[src/rtl/clkgate_ctrl_pkg.sv]
// clkgate_ctrl_pkg: shared state encoding and constants for the clock-gate enable controller.
package clkgate_ctrl_pkg;
    typedef enum logic [1:0] {ST_RUN, ST_COUNT, ST_GATED, ST_WAKE} state_t;
    localparam int SETTLE_MIN = 1;
    localparam int SETTLE_MAX = 15;
    localparam int STATS_W    = 32;
endpackage

[src/rtl/clkgate_sat_counter.sv]
// clkgate_sat_counter: saturating up-counter with synchronous clear (clear wins over increment).
module clkgate_sat_counter #(
    parameter int W = 8
) (
    input  logic         i_clk,
    input  logic         i_rst_n,
    input  logic         i_clr,
    input  logic         i_inc,
    output logic [W-1:0] o_q
);
    logic [W-1:0] r_q;
    always_ff @(posedge i_clk or negedge i_rst_n) begin
        if (!i_rst_n)                 r_q <= '0;
        else if (i_clr)               r_q <= '0;
        else if (i_inc && r_q != '1)  r_q <= r_q + 1'b1;
    end
    assign o_q = r_q;
endmodule

[src/rtl/clkgate_enable_ctrl.sv]
// clkgate_enable_ctrl: idle-detect FSM driving the E pin of a latch-based ICG, with 4-phase wake handshake.
// Define CLKGATE_STATS_EN to add STATS_CLR / GATED_CNT (count of CLK edges seen with E=0).
module clkgate_enable_ctrl
    import clkgate_ctrl_pkg::*;
#(
    parameter int CNT_W  = 8,
    parameter int SETTLE = 2
) (
    input  logic             CLK,
    input  logic             RN,
    input  logic             BUSY,
    input  logic             WAKE_REQ,
    output logic             WAKE_ACK,
    input  logic             FORCE_ON,
    input  logic [CNT_W-1:0] IDLE_CYC,
    output logic             E,
    output logic             GATED
`ifdef CLKGATE_STATS_EN
    ,
    input  logic             STATS_CLR,
    output logic [STATS_W-1:0] GATED_CNT
`endif
);
    localparam int SW = $clog2(SETTLE_MAX + 1);

    state_t           r_state, w_next;
    logic             r_e, r_ack, w_ack_next, w_wake;
    logic [SW-1:0]    r_settle;
    logic [CNT_W-1:0] w_idle;
    logic [CNT_W:0]   w_cnt_p1;

    // ACK feeds back into wake so the clock can never be gated mid-handshake
    assign w_wake     = BUSY | WAKE_REQ | FORCE_ON | r_ack;
    assign w_cnt_p1   = {1'b0, w_idle} + 1'b1;
    assign w_ack_next = WAKE_REQ && (r_state == ST_RUN || r_state == ST_COUNT);

    always_comb begin
        w_next = r_state;
        case (r_state)
            ST_RUN:   if (IDLE_CYC != '0 && !w_wake)
                          w_next = (IDLE_CYC == CNT_W'(1)) ? ST_GATED : ST_COUNT;
            ST_COUNT: if (w_wake || IDLE_CYC == '0) w_next = ST_RUN;
                      else if (w_cnt_p1 >= {1'b0, IDLE_CYC}) w_next = ST_GATED;
            ST_GATED: if (w_wake) w_next = ST_WAKE;
            ST_WAKE:  if (r_settle == SW'(SETTLE - 1)) w_next = ST_RUN;
            default:  w_next = ST_RUN;
        endcase
    end

    always_ff @(posedge CLK or negedge RN) begin
        if (!RN) begin
            r_state  <= ST_RUN;
            r_e      <= 1'b1;
            r_ack    <= 1'b0;
            r_settle <= '0;
        end else begin
            r_state  <= w_next;
            r_e      <= (w_next != ST_GATED);
            r_ack    <= w_ack_next;
            r_settle <= (r_state == ST_WAKE) ? r_settle + 1'b1 : '0;
        end
    end

    clkgate_sat_counter #(.W(CNT_W)) u_idle_cnt (
        .i_clk   (CLK),
        .i_rst_n (RN),
        .i_clr   (w_next != ST_COUNT),
        .i_inc   (w_next == ST_COUNT),
        .o_q     (w_idle)
    );

`ifdef CLKGATE_STATS_EN
    clkgate_sat_counter #(.W(STATS_W)) u_gated_cnt (
        .i_clk   (CLK),
        .i_rst_n (RN),
        .i_clr   (STATS_CLR),
        .i_inc   (!r_e),
        .o_q     (GATED_CNT)
    );
`endif

    assign E        = r_e;
    assign GATED    = ~r_e;
    assign WAKE_ACK = r_ack;
endmodule

[config.mk]
export PLATFORM = sky130hd
export DESIGN_NAME = clkgate_enable_ctrl
export DESIGN_NICKNAME = d
export VERILOG_FILES = /design/src/rtl/clkgate_ctrl_pkg.sv /design/src/rtl/clkgate_sat_counter.sv /design/src/rtl/clkgate_enable_ctrl.sv
export SDC_FILE = /design/constraint.sdc
export NUM_CORES = 1
export LEC_CHECK = 0
export CAP_MARGIN = 20
export CORE_MARGIN = 10
export CORE_UTILIZATION = 57
export CTS_CLUSTER_DIAMETER = 200
export DETAILED_ROUTE_END_ITERATION = 8
export PLACE_DENSITY = 0.85
export SLEW_MARGIN = 30
export SYNTH_ARGS = -nofsm -noshare
export SYNTH_HDL_FRONTEND = slang
export SYNTH_SLANG_ARGS = --single-unit
[constraint.sdc]
create_clock -name CLK -period 4.5 [get_ports CLK]
set_input_delay 1.35 -clock CLK [delete_from_list [all_inputs] [get_ports CLK]]
set_output_delay 1.35 -clock CLK [all_outputs]
set_load 0.02 [all_outputs]
==> impl_metrics.csv, run 1 <==
group,metric,value,unit
status,outcome,"complete, no violations",
final_layout,area_added_between_synthesis_and_finish,20.3,%
worst_setup_path,crit_required,4.68,ns
floorplanning,placement_rows,15,
floorplanning,die_height,63.4,microns
clocking,clkSinkCount,16,
clocking,post_cts_clock_slew_at_the_launch_and_capture_registers_of_the_worst_setup_and_hold_paths,0.10,ns
routing,number_of_vias_after_detailed_routing,880,
synth,synth_area,0.00107,sq mm
clocking,cts-hold-fix-buffers,0,
timing,max_freq,320,MHz
pwr,ir_worst_vdd,0.000218,V
synth,ys_warn_count,0,
global_routing,antenna_violations_before_repair,0,
clocking,post_cts_resized,0,
worst_setup_path,worstPathArrival,3.31,ns
synth,flops_latches_synth,16,
final_layout,num_antenna_cells,0,
final_layout,most-common-layout-cells,"dfrtp_1 (15), clkdlybuf4s50_1 (15), nor2_1 (13)",
placement,routabilityCongestion,0.810,
routing,detailedRoute.firstIterationViolations,31,
placement,hpwl,1830,microns
worst_setup_path,regToRegSetupSlack,1.73,ns
synth,netlist_top_cells_area,"dfrtp_1 (35%), ha_1 (13%), nand3_1 (4.7%)",
timing,grt_setup_unrepaired,"false",
synth,syn_area_per_cell,9.42,sq um
worst_hold_path,min_delay_worst_endpoint,"r_settle[0]",
job,maxCapViolCount,0,
timing,slew_violations,0,
global_routing,track_usage,0.113,
routing,first_pass_iters,4,
floorplanning,design.die.area,0.00402,sq mm
worst_setup_path,path_class,"in2reg",
routing,totalWireLength,2310,microns
floorplanning,die_w,63.4,microns
pwr,leakagePower,0.000595,uW
synth,netlist_instances,114,
synth,synth.lib_cells_used.distinct,30,
routing,routed_wire_length_per_instance,14.6,microns
worst_setup_path,critPathCaptureType,"flop",
worst_setup_path,cp_max_fo,8,
placement,placedCellCount,154,
clocking,cts_made_buffers,3,
timing,finalWorstPathRequiredPeriod,3.12,ns
timing,final.period_utilization,0.694,
routing,number_of_remaining_drc_errors,0,
timing,worst_slew_margin,0.519,
synth,yosysTopAreaCellShare,0.350,
final_layout,final-instance-count-excl-fill,158,
worst_setup_path,critical_path.startpoint_type,"primary input",
timing,worst_pin_slew,0.719,ns
clocking,post_cts_buffers,0,
global_routing,grt_pass1_vias,839,
global_routing,grt_remaining_overflow,0,
floorplanning,initial_utilization,0.609,
floorplanning,num_io_pins,16,
final_layout,nNetsFinal,158,
clocking,clock_tree.buffer_depth,2,
synth,synth_sequential_area_ratio,0.374,
worst_hold_path,timing.hold.worst.class,"reg2reg",
clocking,ctsHtreeMaxLevel,1,
synth,synth_top_area_cell,"dfrtp_1",
timing,clock-skew-final,0.00149,ns
final_layout,final_layout_size_suffix_gt1_frac,0.0902,
routing,vias_per_instance,5.57,
clocking,cts_tree,"built",
floorplanning,core_area,0.00176,sq mm
timing,timing_hold_violations_final,0,
placement,io_buffers,15,
worst_setup_path,worst-r2r-cell-count,10,
timing,setup_viol,0,
clocking,insertion_delay,0.28,ns
worst_setup_path,rr_startpoint,"u_idle_cnt.o_q[0]",
global_routing,grt_start_max_net_pins,17,
clocking,cts.root.buffer_cell,"clkbuf_4",
timing,fin_worst_hold_slack,0.494,ns
timing,fin_tns_setup,0,ns
pwr,power-per-cell-area,226,mW/mm^2
synth,synth_fp_nets,138,
worst_hold_path,hold_start,"r_settle[0]",
routing,final_antenna_net_count,0,
global_routing,grt_first_pass_wirelength,3820,microns
worst_setup_path,regToRegEndpoint,"u_idle_cnt.o_q[5]",
worst_hold_path,worst_hold_path.num_cells,1,
how the worst max path moves through the flow:
stage | cells after the start | end | slack [ns] | startpoint
after floorplan | 7 | u_idle_cnt.o_q[5] | 1.79 | IDLE_CYC[6]
after global routing | 8 | u_idle_cnt.o_q[5] | 1.22 | IDLE_CYC[6]
after global placement | 8 | u_idle_cnt.o_q[5] | 1.21 | IDLE_CYC[6]
after detailed placement | 8 | u_idle_cnt.o_q[5] | 1.08 | IDLE_CYC[6]
after CTS | 8 | u_idle_cnt.o_q[5] | 1.38 | IDLE_CYC[6]
final | 8 | u_idle_cnt.o_q[5] | 1.38 | IDLE_CYC[6]
final cells by class:
| type | instances | area (sq um) |
|---|---|---|
| Clock buffer | 4 | 36.3 |
| Fill cell | 127 | 473 |
| Inverter | 11 | 41.3 |
| Multi-Input combinational cell | 87 | 631 |
| Sequential cell | 16 | 402 |
| Tap cell | 25 | 31.3 |
| Timing Repair Buffer | 15 | 150 |
layer usage:
metal / routed length (microns) / part of all wire / track usage / up-vias
li1: - / - / - / 438
met1: 1070 / 0.46 / 0.139 / 410
met2: 1110 / 0.48 / 0.196 / 30
met3: 116 / 0.050 / 0.0212 / 2
met4: 13 / 0.0056 / 0.0246 / 0
met5: 0 / 0 / 0 / -
cell usage after synthesis:
master,count
nor4_4,2
nor3_1,6
dfstp_2,1
xnor2_1,4
xor2_1,5
dfrtp_1,15
a21boi_1,1
nor4_1,3
nor2_2,1
o21bai_1,1
nand4_1,2
a21oi_1,3
mux2i_1,2
inv_1,11
ha_1,11
nor2b_1,3
nor2_1,13
o21ai_0,2
o31ai_1,1
nand2b_1,2
a211o_2,1
a31oi_4,1
a211o_1,1
nand2_1,6
o2111a_2,1
nand3_1,10
and3_1,2
a31oi_1,1
or2_1,1
or2_2,1
critical path: stages:
cell	delay (ns)
clkdlybuf4s50_1	0.50
inv_1	0.05
ha_1	0.30
a21oi_1	0.14
nor2b_1	0.09
nor4_4	0.37
a31oi_4	0.19
nor4_1	0.31
cells by family (layout without fill, tap and decap cells):
| logic type | after synthesis | in the layout | synth area share |
|---|---|---|---|
| adder cells (fa/ha/maj) | 11 | 11 | 0.128 |
| AND/OR/NAND/NOR | 52 | 52 | 0.268 |
| XOR/XNOR | 9 | 9 | 0.0734 |
| flip-flops | 16 | 16 | 0.374 |
| AO/OA/AOI/OAI | 13 | 13 | 0.0991 |
| buffers and inverters | 11 | 30 | 0.0385 |
| multiplexers | 2 | 2 | 0.0186 |
per-stage QoR:
step | util | instance area [sq um] | total power, uW | worst slack [ns]
final | 0.732 | 1290 | 292 | 1.38
after global routing | 0.732 | 1290 | 309 | 1.22
after CTS | 0.732 | 1290 | 295 | 1.38
after detailed placement | 0.711 | 1250 | 200 | 1.08
after global placement | 0.711 | 1250 | 198 | 1.21
after floorplan | - | 1070 | 176 | 1.79
registers in the layout (all words and copies together) (netlist names):
signal and count:
E 1, u_idle_cnt.o_q 8, WAKE_ACK 1, r_settle 4, r_state 2
report_power, final:
part / total [uW] / internal (uW) / leakage (uW) / switching (uW)
combinational: 45.4 / 22.3 / 0.000357 / 23.2
sequential: 152 / 147 / 0.000216 / 4.78
clock: 94.7 / 49.2 / 0.0000210 / 45.5
total: 292 / 219 / 0.000595 / 73.4
Power figures use the tool's default switching activity.
==> run 2: changes to the inputs <==
--- a/config.mk
+++ b/config.mk
@@ -7,10 +7,10 @@
 export LEC_CHECK = 0
 export CAP_MARGIN = 20
 export CORE_MARGIN = 10
-export CORE_UTILIZATION = 57
+export CORE_UTILIZATION = 53
 export CTS_CLUSTER_DIAMETER = 200
 export DETAILED_ROUTE_END_ITERATION = 8
-export PLACE_DENSITY = 0.85
+export PLACE_DENSITY = 0.8
 export SLEW_MARGIN = 30
 export SYNTH_ARGS = -nofsm -noshare
 export SYNTH_HDL_FRONTEND = slang
==> constraint.sdc (replaced) <==
create_clock -name CLK -period 3.27 [get_ports CLK]
set_input_delay 0.981 -clock CLK [delete_from_list [all_inputs] [get_ports CLK]]
set_output_delay 0.981 -clock CLK [all_outputs]
set_load 0.02 [all_outputs]
==> run 2 against run 1 <==
Net effect: utilization decreased by 6.6 points; highest routed layer unchanged; die area rose by 5.1%; clock skew up 0.0037 ns; register-to-register slack worse by 1.2 ns; combinational power up 33%; routed wire length down 5.3%; critical endpoint is now u_idle_cnt.o_q[1]; critical path type is now reg2reg.
==> impl_metrics.csv, run 2 (synthesis results as in run 1) <==
group,metric,value,unit
status,outcome,"complete, no violations",
pwr,ir_worst_vdd,0.000250,V
global_routing,grt_first_pass_wirelength,3880,microns
final_layout,largest_reg_flops,8,
global_routing,grt_start_max_net_pins,17,
global_routing,grt_pass1_vias,858,
placement,io_buffers,15,
worst_setup_path,cpPeakStageDelay,0.48,ns
timing,fin_tns_setup,0,ns
timing,worst_pin_slew,0.704,ns
pwr,clock_power_share,0.324,
timing,final.period_utilization,0.846,
placement,post_dp_cell_area,0.00126,sq mm
worst_setup_path,crit_family,"simple AND/OR/NAND/NOR gates",
floorplanning,num_io_pins,16,
clocking,ctsHtreeMaxLevel,1,
final_layout,num_antenna_cells,0,
timing,fin_worst_hold_slack,0.495,ns
pwr,power.internal,301,uW
final_layout,n_fill_cell,173,
floorplanning,core_area,0.00194,sq mm
clocking,post_cts_clock_slew_at_the_launch_and_capture_registers_of_the_worst_setup_and_hold_paths,0.10,ns
placement,placedCellCount,156,
final_layout,most-common-layout-cells,"dfrtp_1 (15), clkdlybuf4s50_1 (15), nor2_1 (13)",
worst_setup_path,worstPathArrival,2.94,ns
floorplanning,initial_utilization,0.553,
timing,grt_setup_unrepaired,"false",
pwr,sw_frac_of_total,0.246,
timing,timing_hold_violations_final,0,
clocking,cts_tree,"built",
worst_setup_path,path_class,"reg2reg",
pwr,sequentialPowerShare,0.525,
clocking,insertion_delay,0.28,ns
worst_hold_path,timing.hold.worst.class,"reg2reg",
timing,slew_violations,0,
pwr,power-per-cell-area,309,mW/mm^2
final_layout,final-instance-count-excl-fill,160,
floorplanning,die_w,65.0,microns
final_layout,post_route_cell_area,0.00129,sq mm
worst_setup_path,critPathCaptureType,"flop",
worst_setup_path,critical_path.startpoint_type,"flop",
pwr,power_switching,98.2,uW
timing,worst_slew_margin,0.529,
final_layout,final_layout_size_suffix_gt1_frac,0.0902,
placement,preCtsSetupSlack,0.295,ns
timing,clock-skew-final,0.00516,ns
routing,vias_per_instance,5.40,
placement,routabilityCongestion,0.845,
clocking,cts_made_buffers,3,
timing,max_freq,362,MHz
routing,final_antenna_net_count,0,
worst_setup_path,crit_top_cell,"ha_1",
global_routing,track_usage,0.113,
routing,totalWireLength,2190,microns
clocking,post_cts_buffers,0,
clocking,cts.root.buffer_cell,"clkbuf_4",
clocking,clkSinkCount,16,
clocking,post_cts_resized,0,
final_layout,nNetsFinal,158,
floorplanning,design.die.area,0.00423,sq mm
timing,finalWorstSetupSlack,0.504,ns
clocking,cts-hold-fix-buffers,0,
pwr,power_frac_comb,0.151,
routing,number_of_remaining_drc_errors,0,
routing,number_of_vias_after_detailed_routing,864,
worst_setup_path,path_cells,"ha_1, inv_1, or2_2, xnor2_1, ha_1, a21oi_1, nor2b_1, nor4_4, a31oi_4, nor3_1",
final_layout,area_added_between_synthesis_and_finish,20.5,%
worst_setup_path,cp_num_buf_inv,1,
timing,finalWorstPathRequiredPeriod,2.77,ns
floorplanning,placement_rows,16,
routing,routed_wire_length_per_instance,13.7,microns
timing,setup_viol,0,
global_routing,grt_remaining_overflow,0,
worst_setup_path,cp_max_fo,8,
clocking,clock_tree.buffer_depth,2,
routing,first_pass_iters,4,
routing,detailedRoute.firstIterationViolations,46,
job,maxCapViolCount,0,
worst_setup_path,crit_required,3.44,ns
worst_setup_path,critical_path.slowest_cell,"dfrtp_1",
pwr,leakagePower,0.000595,uW
floorplanning,die_height,65.0,microns
global_routing,antenna_violations_before_repair,0,
placement,hpwl,1800,microns
[run 2: routing by layer]
| metal | routed length [microns] | GRT usage |
|---|---|---|
| met1 | 968 | 0.133 |
| met2 | 1060 | 0.185 |
| met3 | 129 | 0.0326 |
| met4 | 31 | 0.0508 |
| met5 | 0 | 0 |
[run 2: power groups by stage]
stage	Sequential, uW	Combinational (uW)	Clock (uW)
floorplan	213	28.9	0
global placement	213	59.3	0
detailed placement	213	60.6	0
CTS	210	61.3	131
global route	211	67.2	145
finish	210	60.4	129
[run 2: final cells by class]
cell class | count | area [sq um] | share of cell area
repair buffers | 15 | 150 | 0.116
clock buffers | 4 | 36.3 | 0.0280
inverters | 11 | 41.3 | 0.0319
well taps | 27 | 33.8 | 0.0261
multi-input cells | 87 | 631 | 0.487
flip-flops and latches | 16 | 402 | 0.310
[run 2: final timing paths]
| kind | slack [ns] | from | endpoint | depth (start not counted) |
|---|---|---|---|---|
| worst min-delay path | 0.49 | r_settle[0] | r_settle[0] | 1 |
| worst min register to register | 0.49 | r_settle[0] | r_settle[0] | 1 |
| max in group asynchronous | 1.71 | RN | u_idle_cnt.o_q[7] | 1 |
| worst max register to register | 0.50 | u_idle_cnt.o_q[0] | u_idle_cnt.o_q[1] | 10 |
| min in group asynchronous | 1.11 | RN | WAKE_ACK | 1 |
| worst max-delay path | 0.50 | u_idle_cnt.o_q[0] | u_idle_cnt.o_q[1] | 10 |
[run 2: stage by stage]
step	utilization	total power [uW]
2_1_floorplan	-	242
4_1_cts	0.666	402
3_5_place_dp	0.648	274
3_3_place_gp	0.648	272
5_1_grt	0.666	423
6_report	0.666	399
